--- src/rtl/eth_tx_pkg.sv ---
// Shared types and constants for the two-source UDP transmit arbiter.
//   MAX_UDP_PAYLOAD : largest UDP payload that fits in one Ethernet frame
//   tx_state_e      : arbiter FSM states
//   SRC0 / SRC1     : source indices, also the tx_sel encoding
//   tx_grant_t      : grant payload (selected source + latched length)
//   clamp_len       : limits a requested length to the payload maximum
package eth_tx_pkg;

  localparam int unsigned MAX_UDP_PAYLOAD = 1472;
  localparam int unsigned LEN_W           = 16;

  typedef enum logic [1:0] {
    IDLE      = 2'd0,
    START     = 2'd1,
    WAIT_DONE = 2'd2,
    GAP       = 2'd3
  } tx_state_e;

  localparam logic SRC0 = 1'b0;
  localparam logic SRC1 = 1'b1;

  typedef struct packed {
    logic             sel;
    logic [LEN_W-1:0] len;
  } tx_grant_t;

  function automatic logic [LEN_W-1:0] clamp_len(input logic [LEN_W-1:0] len,
                                                 input logic [LEN_W-1:0] max_len);
    return (len > max_len) ? max_len : len;
  endfunction

endpackage

--- src/rtl/eth_tx_arbiter_if.sv ---
// Request / grant bundle between the packet sources, the UDP transmitter and
// the arbiter.
//   req0/len0, req1/len1 : per-source packet ready level and payload length
//   eth_tx_done          : transmitter end-of-packet strobe
//   err_clr              : clears the sticky timeout flag
//   tx_en_pulse, tx_len, tx_sel : start strobe, length and data mux select
//   done0/done1          : per-source packet finished/aborted pulse
//   busy, timeout_err    : status
// slave = arbiter side, master = sources/transmitter side.
interface eth_tx_arbiter_if;
  import eth_tx_pkg::*;

  logic             req0;
  logic [LEN_W-1:0] len0;
  logic             req1;
  logic [LEN_W-1:0] len1;
  logic             eth_tx_done;
  logic             err_clr;
  logic             tx_en_pulse;
  logic [LEN_W-1:0] tx_len;
  logic             tx_sel;
  logic             done0;
  logic             done1;
  logic             busy;
  logic             timeout_err;

  modport slave (
    input  req0, len0, req1, len1, eth_tx_done, err_clr,
    output tx_en_pulse, tx_len, tx_sel, done0, done1, busy, timeout_err
  );

  modport master (
    output req0, len0, req1, len1, eth_tx_done, err_clr,
    input  tx_en_pulse, tx_len, tx_sel, done0, done1, busy, timeout_err
  );

endinterface

--- src/rtl/eth_tx_timer.sv ---
// Loadable saturating down-counter used for both the inter-packet gap and the
// completion watchdog.
//   clk125M, udp_gmii_rst_n : clock, async active-low reset
//   load, load_val          : reload the count (has priority over en)
//   en                      : decrement, holding at zero
//   tc_c                    : count is zero (combinational)
module eth_tx_timer #(
  parameter int unsigned CNT_W = 8
) (
  input  logic             clk125M,
  input  logic             udp_gmii_rst_n,
  input  logic             load,
  input  logic [CNT_W-1:0] load_val,
  input  logic             en,
  output logic             tc_c
);

  logic [CNT_W-1:0] count;

  // Count register: reload wins, otherwise decrement and stick at zero.
  always_ff @(posedge clk125M or negedge udp_gmii_rst_n) begin
    if (!udp_gmii_rst_n) begin
      count <= '0;
    end else if (load) begin
      count <= load_val;
    end else if (en && (count != '0)) begin
      count <= count - CNT_W'(1);
    end
  end

  assign tc_c = (count == '0);

endmodule

--- src/rtl/eth_tx_arbiter.sv ---
// Round-robin per-packet arbiter sharing one UDP transmit path between two
// sources. Latches the winner's (clamped) length, issues one start strobe,
// waits for completion with a watchdog, then holds off for an inter-packet gap.
//   clk125M, udp_gmii_rst_n : 125 MHz clock, async active-low reset
//   bus (slave)             : request, transmitter and status signals
module eth_tx_arbiter
  import eth_tx_pkg::*;
#(
  parameter int unsigned GAP_CYCLES     = 256,
  parameter int unsigned TIMEOUT_CYCLES = 1048576,
  parameter int unsigned MAX_LEN        = MAX_UDP_PAYLOAD
) (
  input  logic           clk125M,
  input  logic           udp_gmii_rst_n,
  eth_tx_arbiter_if.slave bus
);

  localparam int unsigned CNT_MAX  = (GAP_CYCLES > TIMEOUT_CYCLES) ? GAP_CYCLES : TIMEOUT_CYCLES;
  localparam int unsigned CNT_W    = $clog2(CNT_MAX) + 1;
  localparam int unsigned WD_LOAD  = (TIMEOUT_CYCLES > 0) ? TIMEOUT_CYCLES - 1 : 0;
  localparam int unsigned GAP_LOAD = (GAP_CYCLES > 0) ? GAP_CYCLES - 1 : 0;
  localparam logic [LEN_W-1:0] MAX_LEN_V = LEN_W'(MAX_LEN);

  tx_state_e        state;
  tx_state_e        state_nxt;
  logic             last_served;
  logic             vld0_c;
  logic             vld1_c;
  logic             grant_c;
  logic             grant_sel_c;
  logic             tmr_load;
  logic             tmr_en;
  logic [CNT_W-1:0] tmr_val;
  logic             tmr_tc;
  logic             pkt_end_c;

  logic             tx_en_d;
  logic             done0_d;
  logic             done1_d;
  logic             busy_d;
  logic             err_d;
  logic             sel_d;
  logic [LEN_W-1:0] len_d;
  logic             last_d;

  // Zero-length requests are treated as absent; on a tie the source not
  // served last wins.
  assign vld0_c      = bus.req0 && (bus.len0 != '0);
  assign vld1_c      = bus.req1 && (bus.len1 != '0);
  assign grant_c     = vld0_c || vld1_c;
  assign grant_sel_c = vld1_c && (!vld0_c || (last_served == SRC0));

  // Completion wins over a watchdog expiry in the same cycle.
  assign pkt_end_c   = (state == WAIT_DONE) && (bus.eth_tx_done || tmr_tc);

  eth_tx_timer #(.CNT_W(CNT_W)) u_timer (
    .clk125M        (clk125M),
    .udp_gmii_rst_n (udp_gmii_rst_n),
    .load           (tmr_load),
    .load_val       (tmr_val),
    .en             (tmr_en),
    .tc_c           (tmr_tc)
  );

  // State register plus registered outputs.
  always_ff @(posedge clk125M or negedge udp_gmii_rst_n) begin
    if (!udp_gmii_rst_n) begin
      state           <= IDLE;
      last_served     <= SRC1;
      bus.tx_en_pulse <= 1'b0;
      bus.tx_len      <= '0;
      bus.tx_sel      <= SRC0;
      bus.done0       <= 1'b0;
      bus.done1       <= 1'b0;
      bus.busy        <= 1'b0;
      bus.timeout_err <= 1'b0;
    end else begin
      state           <= state_nxt;
      last_served     <= last_d;
      bus.tx_en_pulse <= tx_en_d;
      bus.tx_len      <= len_d;
      bus.tx_sel      <= sel_d;
      bus.done0       <= done0_d;
      bus.done1       <= done1_d;
      bus.busy        <= busy_d;
      bus.timeout_err <= err_d;
    end
  end

  // Next-state logic.
  always_comb begin
    state_nxt = state;
    case (state)
      IDLE:      if (grant_c)   state_nxt = START;
      START:                    state_nxt = WAIT_DONE;
      WAIT_DONE: if (pkt_end_c) state_nxt = GAP;
      GAP:       if (tmr_tc)    state_nxt = IDLE;
      default:                  state_nxt = IDLE;
    endcase
  end

  // Next values of the registered outputs and timer controls.
  always_comb begin
    tx_en_d  = 1'b0;
    done0_d  = 1'b0;
    done1_d  = 1'b0;
    busy_d   = (state_nxt != IDLE);
    sel_d    = bus.tx_sel;
    len_d    = bus.tx_len;
    last_d   = last_served;
    err_d    = bus.err_clr ? 1'b0 : bus.timeout_err;
    tmr_load = 1'b0;
    tmr_en   = 1'b0;
    tmr_val  = CNT_W'(WD_LOAD);
    case (state)
      IDLE: begin
        if (grant_c) begin
          sel_d  = grant_sel_c;
          len_d  = clamp_len(grant_sel_c ? bus.len1 : bus.len0, MAX_LEN_V);
          last_d = grant_sel_c;
        end
      end
      START: begin
        tx_en_d  = 1'b1;
        tmr_load = 1'b1;
        tmr_val  = CNT_W'(WD_LOAD);
      end
      WAIT_DONE: begin
        tmr_en = 1'b1;
        if (pkt_end_c) begin
          done0_d  = (bus.tx_sel == SRC0);
          done1_d  = (bus.tx_sel == SRC1);
          tmr_load = 1'b1;
          tmr_val  = CNT_W'(GAP_LOAD);
          // Watchdog abort; a simultaneous err_clr loses.
          if (!bus.eth_tx_done) err_d = 1'b1;
        end
      end
      GAP: begin
        tmr_en = 1'b1;
      end
      default: ;
    endcase
  end

endmodule

--- src/flat_wrapper.sv ---
// flat-port wrapper written by rule: the top's interface ports become plain ports
module eth_tx_arbiter_flat import eth_tx_pkg::*;
#(
  parameter int unsigned GAP_CYCLES     = 256,
  parameter int unsigned TIMEOUT_CYCLES = 1048576,
  parameter int unsigned MAX_LEN        = MAX_UDP_PAYLOAD
)
  (clk125M, udp_gmii_rst_n, bus_req0, bus_len0, bus_req1, bus_len1, bus_eth_tx_done, bus_err_clr, bus_tx_en_pulse, bus_tx_len, bus_tx_sel, bus_done0, bus_done1, bus_busy, bus_timeout_err);
  eth_tx_arbiter_if bus_i ();
  input  logic clk125M;
  input  logic udp_gmii_rst_n;
  input wire logic [$bits(bus_i.req0)-1:0] bus_req0;
  input wire logic [$bits(bus_i.len0)-1:0] bus_len0;
  input wire logic [$bits(bus_i.req1)-1:0] bus_req1;
  input wire logic [$bits(bus_i.len1)-1:0] bus_len1;
  input wire logic [$bits(bus_i.eth_tx_done)-1:0] bus_eth_tx_done;
  input wire logic [$bits(bus_i.err_clr)-1:0] bus_err_clr;
  output wire logic [$bits(bus_i.tx_en_pulse)-1:0] bus_tx_en_pulse;
  output wire logic [$bits(bus_i.tx_len)-1:0] bus_tx_len;
  output wire logic [$bits(bus_i.tx_sel)-1:0] bus_tx_sel;
  output wire logic [$bits(bus_i.done0)-1:0] bus_done0;
  output wire logic [$bits(bus_i.done1)-1:0] bus_done1;
  output wire logic [$bits(bus_i.busy)-1:0] bus_busy;
  output wire logic [$bits(bus_i.timeout_err)-1:0] bus_timeout_err;
  assign bus_i.req0 = bus_req0;
  assign bus_i.len0 = bus_len0;
  assign bus_i.req1 = bus_req1;
  assign bus_i.len1 = bus_len1;
  assign bus_i.eth_tx_done = bus_eth_tx_done;
  assign bus_i.err_clr = bus_err_clr;
  assign bus_tx_en_pulse = bus_i.tx_en_pulse;
  assign bus_tx_len = bus_i.tx_len;
  assign bus_tx_sel = bus_i.tx_sel;
  assign bus_done0 = bus_i.done0;
  assign bus_done1 = bus_i.done1;
  assign bus_busy = bus_i.busy;
  assign bus_timeout_err = bus_i.timeout_err;
  eth_tx_arbiter #(.GAP_CYCLES(GAP_CYCLES), .TIMEOUT_CYCLES(TIMEOUT_CYCLES), .MAX_LEN(MAX_LEN)) u_core (.clk125M(clk125M), .udp_gmii_rst_n(udp_gmii_rst_n), .bus(bus_i));
endmodule
--- config.mk ---
export PLATFORM = sky130hd
export DESIGN_NAME = eth_tx_arbiter_flat
export DESIGN_NICKNAME = d
export VERILOG_FILES = /design/src/rtl/eth_tx_pkg.sv /design/src/rtl/eth_tx_arbiter_if.sv /design/src/rtl/eth_tx_timer.sv /design/src/rtl/eth_tx_arbiter.sv /design/src/flat_wrapper.sv
export SDC_FILE = /design/constraint.sdc
export NUM_CORES = 1
export LEC_CHECK = 0
export BUFFER_PORTS_ARGS = -buffer_cell sky130_fd_sc_hd__buf_2
export CAP_MARGIN = 20
export CORE_MARGIN = 2
export CORE_UTILIZATION = 36
export CTS_CLUSTER_DIAMETER = 150
export DETAILED_ROUTE_END_ITERATION = 8
export GPL_TIMING_DRIVEN = 0
export PLACE_DENSITY = 0.55
export SETUP_SLACK_MARGIN = 0.1
export SLEW_MARGIN = 25
export SYNTH_ARGS = -nofsm -noshare
export SYNTH_HDL_FRONTEND = slang
export SYNTH_SLANG_ARGS = --single-unit
--- constraint.sdc ---
create_clock -name clk125M -period 7.25 [get_ports clk125M]
set_clock_uncertainty 0.2 [all_clocks]
set_input_delay 1.45 -clock clk125M [delete_from_list [all_inputs] [get_ports clk125M]]
set_output_delay 1.45 -clock clk125M [all_outputs]
set_load 0.01 [all_outputs]
**Yosys cells after proc, flatten, opt, wreduce, memory -nomap -nowiden**

Index checks and enable logic that the tools add are counted.

- Register bits: 46
- Input port bits: 38
- Output and inout bits: 22

- $add $sub $neg: 1
- Magnitude comparators: 1
- Equality and inequality tests: 3
- Mux-type cells: 22
- Bitwise logic cells: 2
- Reductions and logical operators: 18

Operators by type and width:

| kind | count |
|---|---|
| $mux 21 | 3 |
| $mux 16 | 2 |
| $reduce_bool 16->1 | 2 |
| $logic_not 21->1 | 1 |
| $reduce_bool 21->1 | 1 |
| $sub 21x1->21 const B | 1 |
| $mux 20 | 1 |
| $gt 16x11->1 const B | 1 |
| $mux 1 | 11 |
| $pmux 2 s4 | 1 |
| $mux 2 | 3 |
| $logic_and 1x1->1 | 5 |
| $eq 2x2->1 const B | 2 |
| $reduce_bool 2->1 | 2 |
| $logic_or 1x1->1 | 3 |
| $eq 2x1->1 const B | 1 |
| $logic_not 2->1 | 1 |
| $not 1->1 | 2 |
| $pmux 1 s2 | 1 |
| $reduce_and 2->1 | 1 |
| $reduce_or 2->1 | 1 |
| $logic_not 1->1 | 1 |

**Logic depth before layout (Yosys ltp)**

- Depth in word-level cells: 8
- Gate-level depth with buffers: 8

**Modules after synthesis**

From an unflattened synthesis, not the netlist that was laid out.

- Cells, all modules: 277
- Area total of the unflattened synthesis: 2748.9 um^2

By module, submodules not included:

| module | instances | cells an instance | area each (um^2) | sequential area each (um^2) |
|---|---|---|---|---|
| eth_tx_arbiter | 1 | 131 | 1375.1 | 626.9 |
| eth_tx_timer | 1 | 146 | 1373.8 | 525.5 |

**Least setup slack after synthesis**

No wires, ideal clock.

- Path type: input to register
- Start point: in bus_len1[6]
- End point: reg u_core.bus.tx_len[10]
- Setup time: 65 ps
- Arrival: 3278 ps
- Data required time: 6985 ps
- Path slack: 3707 ps
- Stages on the path: 6
- Path buffers: 1
- Cells stage by stage: or4_1 > o41ai_2 > a211oi_1 > o21ai_0 > clkbuf_1 > o22a_1

- Longest elaborated chain between the ends: 6

Ends and longest elaborated chain:

| element | RTL line | text |
|---|---|---|
| from (decl) | flat_wrapper.sv:15 | `input wire logic [$bits(bus_i.len1)-1:0] bus_len1;` |
| $reduce_bool 16->1 | eth_tx_arbiter.sv:49 | `assign vld1_c = bus.req1 && (bus.len1 != '0);` |
| $logic_and 1x1->1 | eth_tx_arbiter.sv:49 |  |
| $logic_and 1x1->1 | eth_tx_arbiter.sv:51 | `assign grant_sel_c = vld1_c && (!vld0_c \|\| (last_served == SRC0));` |
| $mux 16 | eth_tx_arbiter.sv:119 | `len_d = clamp_len(grant_sel_c ? bus.len1 : bus.len0, MAX_LEN_V);` |
| $gt 16x11->1 | eth_tx_pkg.sv:29 | `return (len > max_len) ? max_len : len;` |
| $mux 16 | eth_tx_pkg.sv:29 |  |
| to (signal assigned) | eth_tx_arbiter.sv:81 | `bus.tx_len <= len_d;` |
| to (decl) | eth_tx_arbiter_if.sv:29 | `output tx_en_pulse, tx_len, tx_sel, done0, done1, busy, timeout_err` |

Several ways; a longest one is shown, not always the timed one.
A chain may end at the register's enable or synchronous reset.

**Final worst setup path**

- Start point: in bus_len1[9]
- End point: reg u_core.bus.tx_len[12]

Same word-level chain as after synthesis.

==> flow_summary.ini <==
[setup_path]
worstPathMaxFanout = 10
reg2reg_to = u_core.u_timer.count[10]
critPathSlowestCell = o41ai_2
reg2reg_setup_slack_ns = 4.00
critPathLaunchType = input pin
crit_path_end_kind = flop
cp_top_family = simple AND/OR/NAND/NOR gates
crit_start = bus_len1[9]
worstPathRequired_ns = 7.29
cp.arrival_ns = 3.78
r2r_cells = 8
path_buf_inv = 2
crit_type = input pin to flop
path_common_cell = and2_1
r2r-start = u_core.u_timer.count[6]
slowest_delay_ns = 0.71
path_cells = buf_2 > or4_1 > o41ai_2 > and2_1 > nand2b_1 > clkbuf_1 > and2_1

[logic_synthesis]
synthesis.area_sq_mm = 0.00250
synth.distinct_cells = 51
synth_warnings = 0
syn_area_per_cell_sq_um = 9.97
synth_fp_nets = 295
synth-seq-cells = 46
synth_edf_count = 0
ys_async_sr_fraction_pct = 100
synthFlopType = dfrtp_1
ys_seq_area_share_pct = 46.1
synth_cells = 251

[detailed_routing]
avgViaCountPerCell = 5.24
ant_nets = 0
vias = 2086
wl_per_cell_um = 14.0
drc_errors = 0
wl_um = 5580
drtIter0Drc = 89
first_pass_iters = 4

[min_path]
hold_path_class = flop to flop
hold_depth = 1
hold_end = u_core.bus.done0
min_from = u_core.bus.tx_sel

[timing]
maxSlewHeadroom_pct = 40.6
hold_viol = 0
rsz0062_at_grt = no
tns_ns = 0
timing.fmax_mhz = 267
setup_viol = 0
period_share_pct = 51.6
fin_crit_ns = 3.74
maxSlewViolCount = 0
worstMarginPinSlew_ns = 0.878

[clocking]
numCtsBuffers = 5
clk_latency_ns = 0.29
cts_resized = 0
htree_levels = 2
clockRootBuffer = clkbuf_8
clk_path_buf_depth = 2
clk_pin_slew_ns = 0.08
post_cts_buffers = 0
cts_sinks = 46
cts_tree = built
hold_buffers = 0

[floorplan]
die_x_um = 87.4
initial_utilization_pct = 37.0
core_sq_mm = 0.00676
dieArea_sq_mm = 0.00763
rows = 30
die_y_um = 87.4
pin_count = 60

[cells_and_area]
layout-drive-gt1-share_pct = 27.7
syn2layout_area_growth_pct = 19.7
final_util_pct = 44.3
antenna_cells = 0
final_net_count = 361

[global_routing]
grt_pass1_wl_um = 9480
gr-total-overflow = 0
grt_max_degree = 47
antenna_found_initial = 0
grt_pass1_vias = 1997
grt_usage_pct = 15.7

[placement]
hpwl_um = 4280
gp_congestion = 0.802
numPortBuffers = 59

[run_status]
status = finished clean

[run]
max_cap_viol_count = 0

[power_and_ir_drop]
p_int_uw = 513
power_frac_comb_pct = 35.8
clkPwrFrac_pct = 19.7
powerDensity_mw_per_mm2 = 270
leakage_nw = 1.20
seqPwrFrac_pct = 44.5
ir_drop_v = 0.0000781
swShare_pct = 36.6
switchingPower_uw = 297
power groups by stage:
stage               Clock (mW)  Combinational (mW)  Sequential (mW)
floorplan                    0               0.202            0.363
global placement             0               0.290            0.365
detailed placement           0               0.294            0.366
CTS                      0.167               0.295            0.361
global route             0.178               0.330            0.370
finish                   0.160               0.290            0.360
Yosys cell counts (4+ instances only):
cell type | instances | area (sq um)
dfrtp_1 | 45 | 1130
nand2_1 | 28 | 105
nor2_1 | 23 | 86.3
a21oi_1 | 15 | 75.1
and2_1 | 9 | 56.3
xnor2_1 | 9 | 78.8
nor3_1 | 8 | 40.0
nor4_1 | 8 | 50.1
xor2_1 | 8 | 70.1
o2bb2ai_1 | 7 | 61.3
ha_1 | 6 | 75.1
inv_1 | 6 | 22.5
mux2_2 | 6 | 67.6
nand4_1 | 5 | 31.3
o21ai_0 | 5 | 25.0
or4_1 | 5 | 37.5
clkbuf_1 | 4 | 15.0
nand3_1 | 4 | 20.0
o22a_1 | 4 | 35.0
how the worst max path moves through the flow:
stage / end / slack, ns / cells past startpoint
floorplan: u_core.bus.tx_len[10] / 3.71 / 6
global placement: u_core.bus.tx_len[8] / 3.21 / 8
detailed placement: u_core.bus.tx_len[12] / 3.17 / 7
CTS: u_core.bus.tx_len[12] / 3.51 / 7
global route: u_core.bus.tx_len[1] / 3.20 / 8
finish: u_core.bus.tx_len[12] / 3.51 / 7
cell type report:
type                            count  area (sq um)
Clock inverter                      2          12.5
Multi-Input combinational cell    192          1280
Inverter                            6          22.5
Fill cell                         671          3760
Tap cell                           80           100
Sequential cell                    46          1150
Timing Repair Buffer               59           298
Buffer                              7          42.5
Clock buffer                        6          82.6
layer usage:
layer	up-vias	GRT usage, %	share of wire (%)
met2	29	24.6	46
met4	0	5.45	1.5
met1	1001	22.2	50
li1	1048	-	-
met3	8	2.18	2.6
met5	-	0	0
kinds of logic after synthesis:
family / share of synthesized area [%]
mux: 3.90
buf+inv: 2.60
compound gates: 14.3
xor+xnor: 5.95
flops: 46.1
fa+ha+maj: 3.00
simple gates: 24.3
metrics by stage:
stage | hold WS, ns | total power [mW] | cells | setup slack (ns) | area [sq um]
floorplan | 0.286 | 0.565 | 251 | 3.71 | 2500
global placement | 0.264 | 0.655 | 390 | 3.21 | 2900
detailed placement | 0.268 | 0.660 | 390 | 3.17 | 2900
CTS | 0.280 | 0.823 | 398 | 3.51 | 2990
global route | 0.316 | 0.878 | 398 | 3.20 | 3000
finish | 0.266 | 0.810 | 398 | 3.51 | 3000
placed cells by master, fill, tap and decap left out, drive strengths merged, types with 3 or more instances in the layout:
cell type,n
nand4,5
xnor2,9
o21ai,7
and2,9
clkbuf,10
inv,6
or3,4
a21oi,15
nand2,28
nor3,9
mux2,6
buf,62
or2,3
mux2i,3
nand3,4
nand3b,3
or4,7
nor2,23
nor4,8
dfrtp,45
xor2,8
o22a,4
ha,6
o2bb2ai,7
registers in the layout, summed over array words and instances, names as in the netlist:
name and cells:
u_core.last_served 1, u_core.bus.tx_len 16, u_core.state 2, u_core.u_timer.count 21, u_core.bus.tx_sel 1, u_core.bus.busy 1, u_core.bus.done1 1, u_core.bus.tx_en_pulse 1
u_core.bus.timeout_err 1, u_core.bus.done0 1
(Power assumes the default switching activity.)
